File: src/rtl/alu_arb_pkg.sv
// ---------------------------------------------------------------------------
// alu_arb_pkg
//   Shared definitions for the two-requester ALU arbiter: the datapath width,
//   the ALU opcode constants and the sequencing FSM state encoding.
// ---------------------------------------------------------------------------
package alu_arb_pkg;

  // Operand/result width; the datapath is only built and checked for 8 bits.
  localparam int DATA_W = 8;

  // ALU opcodes as seen on reqN_op.
  localparam logic [1:0] OP_SUB = 2'b00;
  localparam logic [1:0] OP_ADD = 2'b01;
  localparam logic [1:0] OP_XOR = 2'b10;
  localparam logic [1:0] OP_SHL = 2'b11;

  // Capture -> execute -> respond sequencing.
  typedef enum logic [1:0] {
    ST_IDLE = 2'd0,
    ST_EXEC = 2'd1,
    ST_RESP = 2'd2
  } state_e;

endpackage

File: src/rtl/alu_core.sv
// ---------------------------------------------------------------------------
// alu_core
//   Purely combinational shared ALU datapath.
//   Ports:
//     a_i, b_i  operands (DATA_W bits)
//     op_i      opcode (OP_SUB, OP_ADD, OP_XOR, OP_SHL)
//     result_o  result, modulo 2^DATA_W
//     flag_o    carry for add, borrow for sub, 0 for xor and shl
// ---------------------------------------------------------------------------
module alu_core
  import alu_arb_pkg::*;
#(
  parameter int DATA_W = 8
) (
  input  logic [DATA_W-1:0] a_i,
  input  logic [DATA_W-1:0] b_i,
  input  logic [1:0]        op_i,
  output logic [DATA_W-1:0] result_o,
  output logic              flag_o
);

  logic [DATA_W:0] sumExt;
  logic [DATA_W:0] diffExt;

  // Both operands are zero-extended by one bit so the top bit of the sum is
  // the carry and the top bit of the difference is the borrow (set exactly
  // when a < b).
  assign sumExt  = {1'b0, a_i} + {1'b0, b_i};
  assign diffExt = {1'b0, a_i} - {1'b0, b_i};

  // Opcode select; shift-left ignores b and always reports flag 0.
  always_comb begin
    result_o = '0;
    flag_o   = 1'b0;
    case (op_i)
      OP_SUB: begin
        result_o = diffExt[DATA_W-1:0];
        flag_o   = diffExt[DATA_W];
      end
      OP_ADD: begin
        result_o = sumExt[DATA_W-1:0];
        flag_o   = sumExt[DATA_W];
      end
      OP_XOR: begin
        result_o = a_i ^ b_i;
      end
      default: begin
        result_o = {a_i[DATA_W-2:0], 1'b0};
      end
    endcase
  end

endmodule

File: src/rtl/alu_arbiter.sv
// ---------------------------------------------------------------------------
// alu_arbiter
//   Shares one ALU (alu_core) between two valid/ready requesters with
//   round-robin arbitration. A request is captured in IDLE, computed in EXEC
//   and held on the shared response channel in RESP until taken.
//   Ports:
//     clk, rst_n                 clock (rising edge), async active-low reset
//     reqN_valid/reqN_ready      request handshake of requester N (0, 1)
//     reqN_a, reqN_b, reqN_op    operands and opcode of requester N
//     rsp_valid/rsp_ready        response handshake
//     rsp_id, rsp_result, rsp_flag  issuing requester, result, carry/borrow
//     busy                       FSM is not in IDLE
//   Optional build macro ALU_ARB_STATS_EN adds grant_cnt0/grant_cnt1, per
//   requester saturating counts of accepted handshakes.
// ---------------------------------------------------------------------------
module alu_arbiter
  import alu_arb_pkg::*;
#(
  parameter int DATA_W  = 8,
  parameter bit RR_INIT = 1'b0
) (
  input  logic              clk,
  input  logic              rst_n,
  input  logic              req0_valid,
  output logic              req0_ready,
  input  logic [DATA_W-1:0] req0_a,
  input  logic [DATA_W-1:0] req0_b,
  input  logic [1:0]        req0_op,
  input  logic              req1_valid,
  output logic              req1_ready,
  input  logic [DATA_W-1:0] req1_a,
  input  logic [DATA_W-1:0] req1_b,
  input  logic [1:0]        req1_op,
  output logic              rsp_valid,
  input  logic              rsp_ready,
  output logic              rsp_id,
  output logic [DATA_W-1:0] rsp_result,
  output logic              rsp_flag,
  output logic              busy
`ifdef ALU_ARB_STATS_EN
  ,
  output logic [7:0]        grant_cnt0,
  output logic [7:0]        grant_cnt1
`endif
);

  state_e            state_q, state_d;
  logic              rrPtr_q, rrPtr_d;
  logic [DATA_W-1:0] opA_q, opA_d;
  logic [DATA_W-1:0] opB_q, opB_d;
  logic [1:0]        op_q, op_d;
  logic              id_q, id_d;
  logic [DATA_W-1:0] result_q, result_d;
  logic              flag_q, flag_d;
  logic              rspId_q, rspId_d;

  logic              grantId;
  logic              accept;
  logic [DATA_W-1:0] aluResult;
  logic              aluFlag;

  // The ALU only ever sees the captured operands, so request inputs may
  // change freely once the handshake has happened.
  alu_core #(
    .DATA_W (DATA_W)
  ) u_alu_core (
    .a_i      (opA_q),
    .b_i      (opB_q),
    .op_i     (op_q),
    .result_o (aluResult),
    .flag_o   (aluFlag)
  );

  // Grant selection: a lone requester always wins; on a tie the round-robin
  // pointer decides.
  always_comb begin
    grantId = 1'b0;
    if (req0_valid && req1_valid) begin
      grantId = rrPtr_q;
    end else if (req1_valid) begin
      grantId = 1'b1;
    end
  end

  assign req0_ready = (state_q == ST_IDLE) && req0_valid && !grantId;
  assign req1_ready = (state_q == ST_IDLE) && req1_valid && grantId;
  assign accept     = req0_ready || req1_ready;

  assign rsp_valid  = (state_q == ST_RESP);
  assign rsp_id     = rspId_q;
  assign rsp_result = result_q;
  assign rsp_flag   = flag_q;
  assign busy       = (state_q != ST_IDLE);

  // Next-state and register-update logic. The pointer only moves when a
  // response is consumed, and points away from the requester just served.
  always_comb begin
    state_d  = state_q;
    rrPtr_d  = rrPtr_q;
    opA_d    = opA_q;
    opB_d    = opB_q;
    op_d     = op_q;
    id_d     = id_q;
    result_d = result_q;
    flag_d   = flag_q;
    rspId_d  = rspId_q;
    case (state_q)
      ST_IDLE: begin
        if (accept) begin
          opA_d   = grantId ? req1_a  : req0_a;
          opB_d   = grantId ? req1_b  : req0_b;
          op_d    = grantId ? req1_op : req0_op;
          id_d    = grantId;
          state_d = ST_EXEC;
        end
      end
      ST_EXEC: begin
        result_d = aluResult;
        flag_d   = aluFlag;
        rspId_d  = id_q;
        state_d  = ST_RESP;
      end
      ST_RESP: begin
        if (rsp_ready) begin
          rrPtr_d = ~id_q;
          state_d = ST_IDLE;
        end
      end
      default: begin
        state_d = ST_IDLE;
      end
    endcase
  end

  // State and datapath registers; reset drops any in-flight operation.
  always_ff @(posedge clk or negedge rst_n) begin
    if (!rst_n) begin
      state_q  <= ST_IDLE;
      rrPtr_q  <= RR_INIT;
      opA_q    <= '0;
      opB_q    <= '0;
      op_q     <= OP_SUB;
      id_q     <= 1'b0;
      result_q <= '0;
      flag_q   <= 1'b0;
      rspId_q  <= 1'b0;
    end else begin
      state_q  <= state_d;
      rrPtr_q  <= rrPtr_d;
      opA_q    <= opA_d;
      opB_q    <= opB_d;
      op_q     <= op_d;
      id_q     <= id_d;
      result_q <= result_d;
      flag_q   <= flag_d;
      rspId_q  <= rspId_d;
    end
  end

`ifdef ALU_ARB_STATS_EN
  logic [7:0] grantCnt0_q, grantCnt0_d;
  logic [7:0] grantCnt1_q, grantCnt1_d;

  // Per-requester handshake counters that stick at 255 instead of wrapping.
  always_comb begin
    grantCnt0_d = grantCnt0_q;
    grantCnt1_d = grantCnt1_q;
    if (req0_ready && (grantCnt0_q != 8'hFF)) begin
      grantCnt0_d = grantCnt0_q + 8'd1;
    end
    if (req1_ready && (grantCnt1_q != 8'hFF)) begin
      grantCnt1_d = grantCnt1_q + 8'd1;
    end
  end

  always_ff @(posedge clk or negedge rst_n) begin
    if (!rst_n) begin
      grantCnt0_q <= 8'd0;
      grantCnt1_q <= 8'd0;
    end else begin
      grantCnt0_q <= grantCnt0_d;
      grantCnt1_q <= grantCnt1_d;
    end
  end

  assign grant_cnt0 = grantCnt0_q;
  assign grant_cnt1 = grantCnt1_q;
`endif

endmodule

File: config.mk
export PLATFORM = sky130hd
export DESIGN_NAME = alu_arbiter
export DESIGN_NICKNAME = d
export VERILOG_FILES = /design/src/rtl/alu_arb_pkg.sv /design/src/rtl/alu_core.sv /design/src/rtl/alu_arbiter.sv
export SDC_FILE = /design/constraint.sdc
export NUM_CORES = 1
export LEC_CHECK = 0
export CORE_MARGIN = 4
export CORE_UTILIZATION = 51
export DETAILED_ROUTE_END_ITERATION = 8
export PLACE_DENSITY = 0.88
export SLEW_MARGIN = 20
export SYNTH_ARGS = -nofsm -noshare
export SYNTH_HDL_FRONTEND = slang
export SYNTH_SLANG_ARGS = --single-unit
File: constraint.sdc
create_clock -name clk -period 2.3 [get_ports clk]
set_input_delay 0.46 -clock clk [delete_from_list [all_inputs] [get_ports clk]]
set_output_delay 0.46 -clock clk [all_outputs]
set_load 0.01 [all_outputs]
==> impl_metrics.py, run 1 <==
metrics = {
    "status": {
        "status": "completed",
    },
    "power": {
        "intPower_mw": 2.60,
        "power_leakage_nw": 1.42,
        "cellPowerDensity_nw_per_um2": 1530,
        "combPwrFrac_pct": 63.1,
        "p_seq_share_pct": 24.2,
        "clkPwrFrac_pct": 12.7,
        "ir_drop_mv": 1.04,
        "p_total_mw": 4.70,
        "switching_share_pct": 44.8,
        "p_sw_mw": 2.11,
    },
    "clocking": {
        "clkTransAtPathRegs_ns": 0.07,
        "clock_sinks": 32,
        "cts_buffer_depth": 2,
        "post_cts_buffers": 0,
        "htree_levels": 2,
        "clock_latency_ns": 0.29,
        "root_buffer": "clkbuf_8",
        "cts_tree": "yes",
        "numCtsBuffers": 5,
    },
    "synth": {
        "synth_area_leader_cell": "dfrtp_1",
        "synthArstFlopShare_pct": 100,
        "yosys_warnings": 0,
        "synth_fa_ha_area_share_pct": 10.1,
        "ys_ff_latch": 32,
        "ys_types": 52,
        "seq_area_frac_synth_pct": 33.8,
        "synthSimpleGateAreaFrac_pct": 15.8,
        "syn_inst": 269,
        "yosys-top-cells-area": "dfrtp_1 34%, mux2i_1 9.3%, ha_1 8.4%",
        "synth_ff_type": "dfrtp_1",
        "synth_compound_area_share_pct": 21.4,
        "yosys.area.top_type_share_pct": 33.8,
        "syn_nets": 328,
        "synth_edf_count": 0,
        "synth_top_family_by_area": "compound AO/OA/AOI/OAI gates",
        "synthMuxAreaShare_pct": 10.7,
        "synth_xor_area_share_pct": 0.739,
        "mappedNetlistArea_sq_um": 2370,
        "syn_avg_cell_area_sq_um": 8.81,
    },
    "route": {
        "first_iter_violations": 171,
        "wl_per_cell_um": 14.1,
        "drt-total-wl_um": 5260,
        "first_pass_iters": 4,
        "drtAntennaViolNets": 0,
        "viasPerCell": 5.65,
        "drc": 0,
        "vias": 2112,
    },
    "timing": {
        "period_share_pct": 92.9,
        "fmax_mhz": 468,
        "fin_hold_ws_ns": 0.463,
        "layout_min_cycle_time_ns": 2.14,
        "hold_viol": 0,
        "slew_headroom_pct": 60.6,
        "fin_tns_setup_ns": 0,
        "fin_skew_ns": 0.0106,
        "rsz0062_at_grt": "false",
        "slew_violations": 0,
        "tightest_slew_ns": 0.590,
        "setup_viol": 0,
    },
    "cells_and_area": {
        "drive_above_1_share_pct": 9.01,
        "final_core_util_pct": 69.7,
        "fill_cells": 341,
        "insertedDiodeCount": 0,
        "synthToLayoutAreaGrowth_pct": 29.8,
        "nNetsFinal": 380,
        "multi_input_area_sq_um": 1400,
        "seq_area_sq_um": 801,
    },
    "worst_setup_path": {
        "cp_max_fo": 4,
        "end_kind": "flip-flop",
        "critPathLaunchType": "flip-flop",
        "crit_required_ns": 2.50,
        "crit_type": "reg -> reg",
        "arrival_ns": 2.33,
        "rrSetupSlack_ns": 0.16,
    },
    "placement": {
        "port_buffers": 54,
        "gp_congestion": 0.895,
        "dp_hpwl_um": 4090,
    },
    "die": {
        "core_sq_um": 4410,
        "start_util_pct": 53.7,
        "rows": 24,
        "die_h_um": 76.2,
        "fp.dieW_um": 76.2,
        "dieArea_sq_um": 5800,
        "io_pins": 55,
    },
    "global_routing": {
        "antenna_found_initial": 0,
        "grt_usage_pct": 19.2,
        "grt_max_degree": 38,
        "grt_pass1_vias": 2061,
        "grt_pass1_wl_um": 9280,
        "grt-ovfl-total": 0,
    },
    "min_path": {
        "hp-class": "reg -> reg",
    },
    "run": {
        "cap_violations": 0,
    },
}
cell families after synthesis:
family	count (synthesis)
AOI/OAI and AO/OA	78
xor gates and xnor gates	2
adders and majority gates	18
buffers and inverters	38
DFF	32
muxes	25
and+or+nand+nor	76
cells in the final DEF, fill, tap and decap left out, drive strengths merged, types with 4 or more instances in the layout:
cell type	count
clkdlybuf4s50	52
buf	9
clkbuf	7
dfrtp	32
mux2i	22
a31oi	5
nor2	35
inv	20
ha	16
a21oi	32
nor2b	5
a211oi	4
nand2	10
nand2b	5
o31ai	5
o21ai	13
worst max-delay path, cell delays in order, from the launching register on:
cell and delay [ns]:
dfrtp_1 0.42, ha_1 0.24, fa_1 0.42, a21oi_1 0.25
o21ai_0 0.17, mux2_2 0.32, a221oi_2 0.23
metrics by stage:
step / worst slack, ns / instance area, sq um / std cells
after CTS: 0.0581 / 3080 / 374
after global routing: 0.0254 / 3080 / 374
after global placement: 0.0233 / 2950 / 366
final: 0.164 / 3080 / 374
after detailed placement: -0.00732 / 2950 / 366
after floorplan: 0.339 / 2370 / 269
power groups by stage:
stage | clock, mW | sequential (mW) | combinational (mW)
floorplan | 0 | 1.08 | 2.23
global placement | 0 | 1.13 | 2.88
detailed placement | 0 | 1.15 | 2.94
CTS | 0.607 | 1.14 | 2.96
global route | 0.636 | 1.19 | 3.35
finish | 0.600 | 1.14 | 2.97
routing by layer:
| layer | wire length (um) | global-route usage [%] | vias up |
|---|---|---|---|
| li1 | - | - | 1059 |
| met1 | 2380 | 24.9 | 970 |
| met3 | 398 | 5.44 | 5 |
| met5 | 0 | 0 | - |
| met4 | 52 | 5.07 | 0 |
| met2 | 2430 | 31.3 | 78 |
registers in the layout, indices dropped and copies added (netlist names):
name and cells:
opA_q 8, opB_q 8, rsp_result 8, op_q 2, state_q 2, id_q 1
rrPtr_q 1, rsp_flag 1, rsp_id 1
synthesized netlist by cell type (all sizes together), types with 2 or more instances:
| master | instances |
|---|---|
| o21ai | 13 |
| nor3 | 2 |
| ha | 16 |
| a21oi | 32 |
| a211oi | 4 |
| fa | 2 |
| o31ai | 5 |
| nor2 | 35 |
| dfrtp | 32 |
| inv | 20 |
| mux2 | 3 |
| a31oi | 5 |
| clkbuf | 6 |
| nand2b | 5 |
| buf | 12 |
| o21a | 3 |
| nand3 | 3 |
| nor2b | 5 |
| and2b | 2 |
| o211ai | 2 |
| or2 | 2 |
| mux2i | 22 |
| nand2 | 10 |
| nor4 | 2 |
| a21o | 2 |
| xnor2 | 2 |
layout make-up:
type / instances / share of cell area, %
multi-input cells: 199 / 45.5
flip-flops and latches: 32 / 26.0
repair buffers: 63 / 19.8
clock buffers: 7 / 3.13
inverters: 20 / 2.44
well taps: 52 / 2.11
clock inverters: 1 / 0.976
final timing paths:
path                          start       endpoint  cells past startpoint
max                        opA_q[0]  rsp_result[6]                      6
min in group asynchronous     rst_n  rsp_result[0]                      2
min reg2reg                    id_q        rrPtr_q                      1
min                            id_q        rrPtr_q                      1
max reg2reg                opA_q[0]  rsp_result[6]                      6
max in group asynchronous     rst_n       opA_q[6]                      2
what timing repair did:
action,CTS,global route
cloned,0,0
gates resized for setup,1,1
hold buffers,0,0
endpoints found under the setup margin,1,1
Power figures use the tool's default switching activity.
==> inputs of run 2 (changes only) <==
--- a/config.mk
+++ b/config.mk
@@ -8,6 +8,7 @@
 export CORE_MARGIN = 4
 export CORE_UTILIZATION = 51
 export DETAILED_ROUTE_END_ITERATION = 8
+export GPL_TIMING_DRIVEN = 1
 export PLACE_DENSITY = 0.88
 export SLEW_MARGIN = 20
 export SYNTH_ARGS = -nofsm -noshare
==> results of run 2 <==
No change in the layout: final DEF, timing and power equal those of run 1.
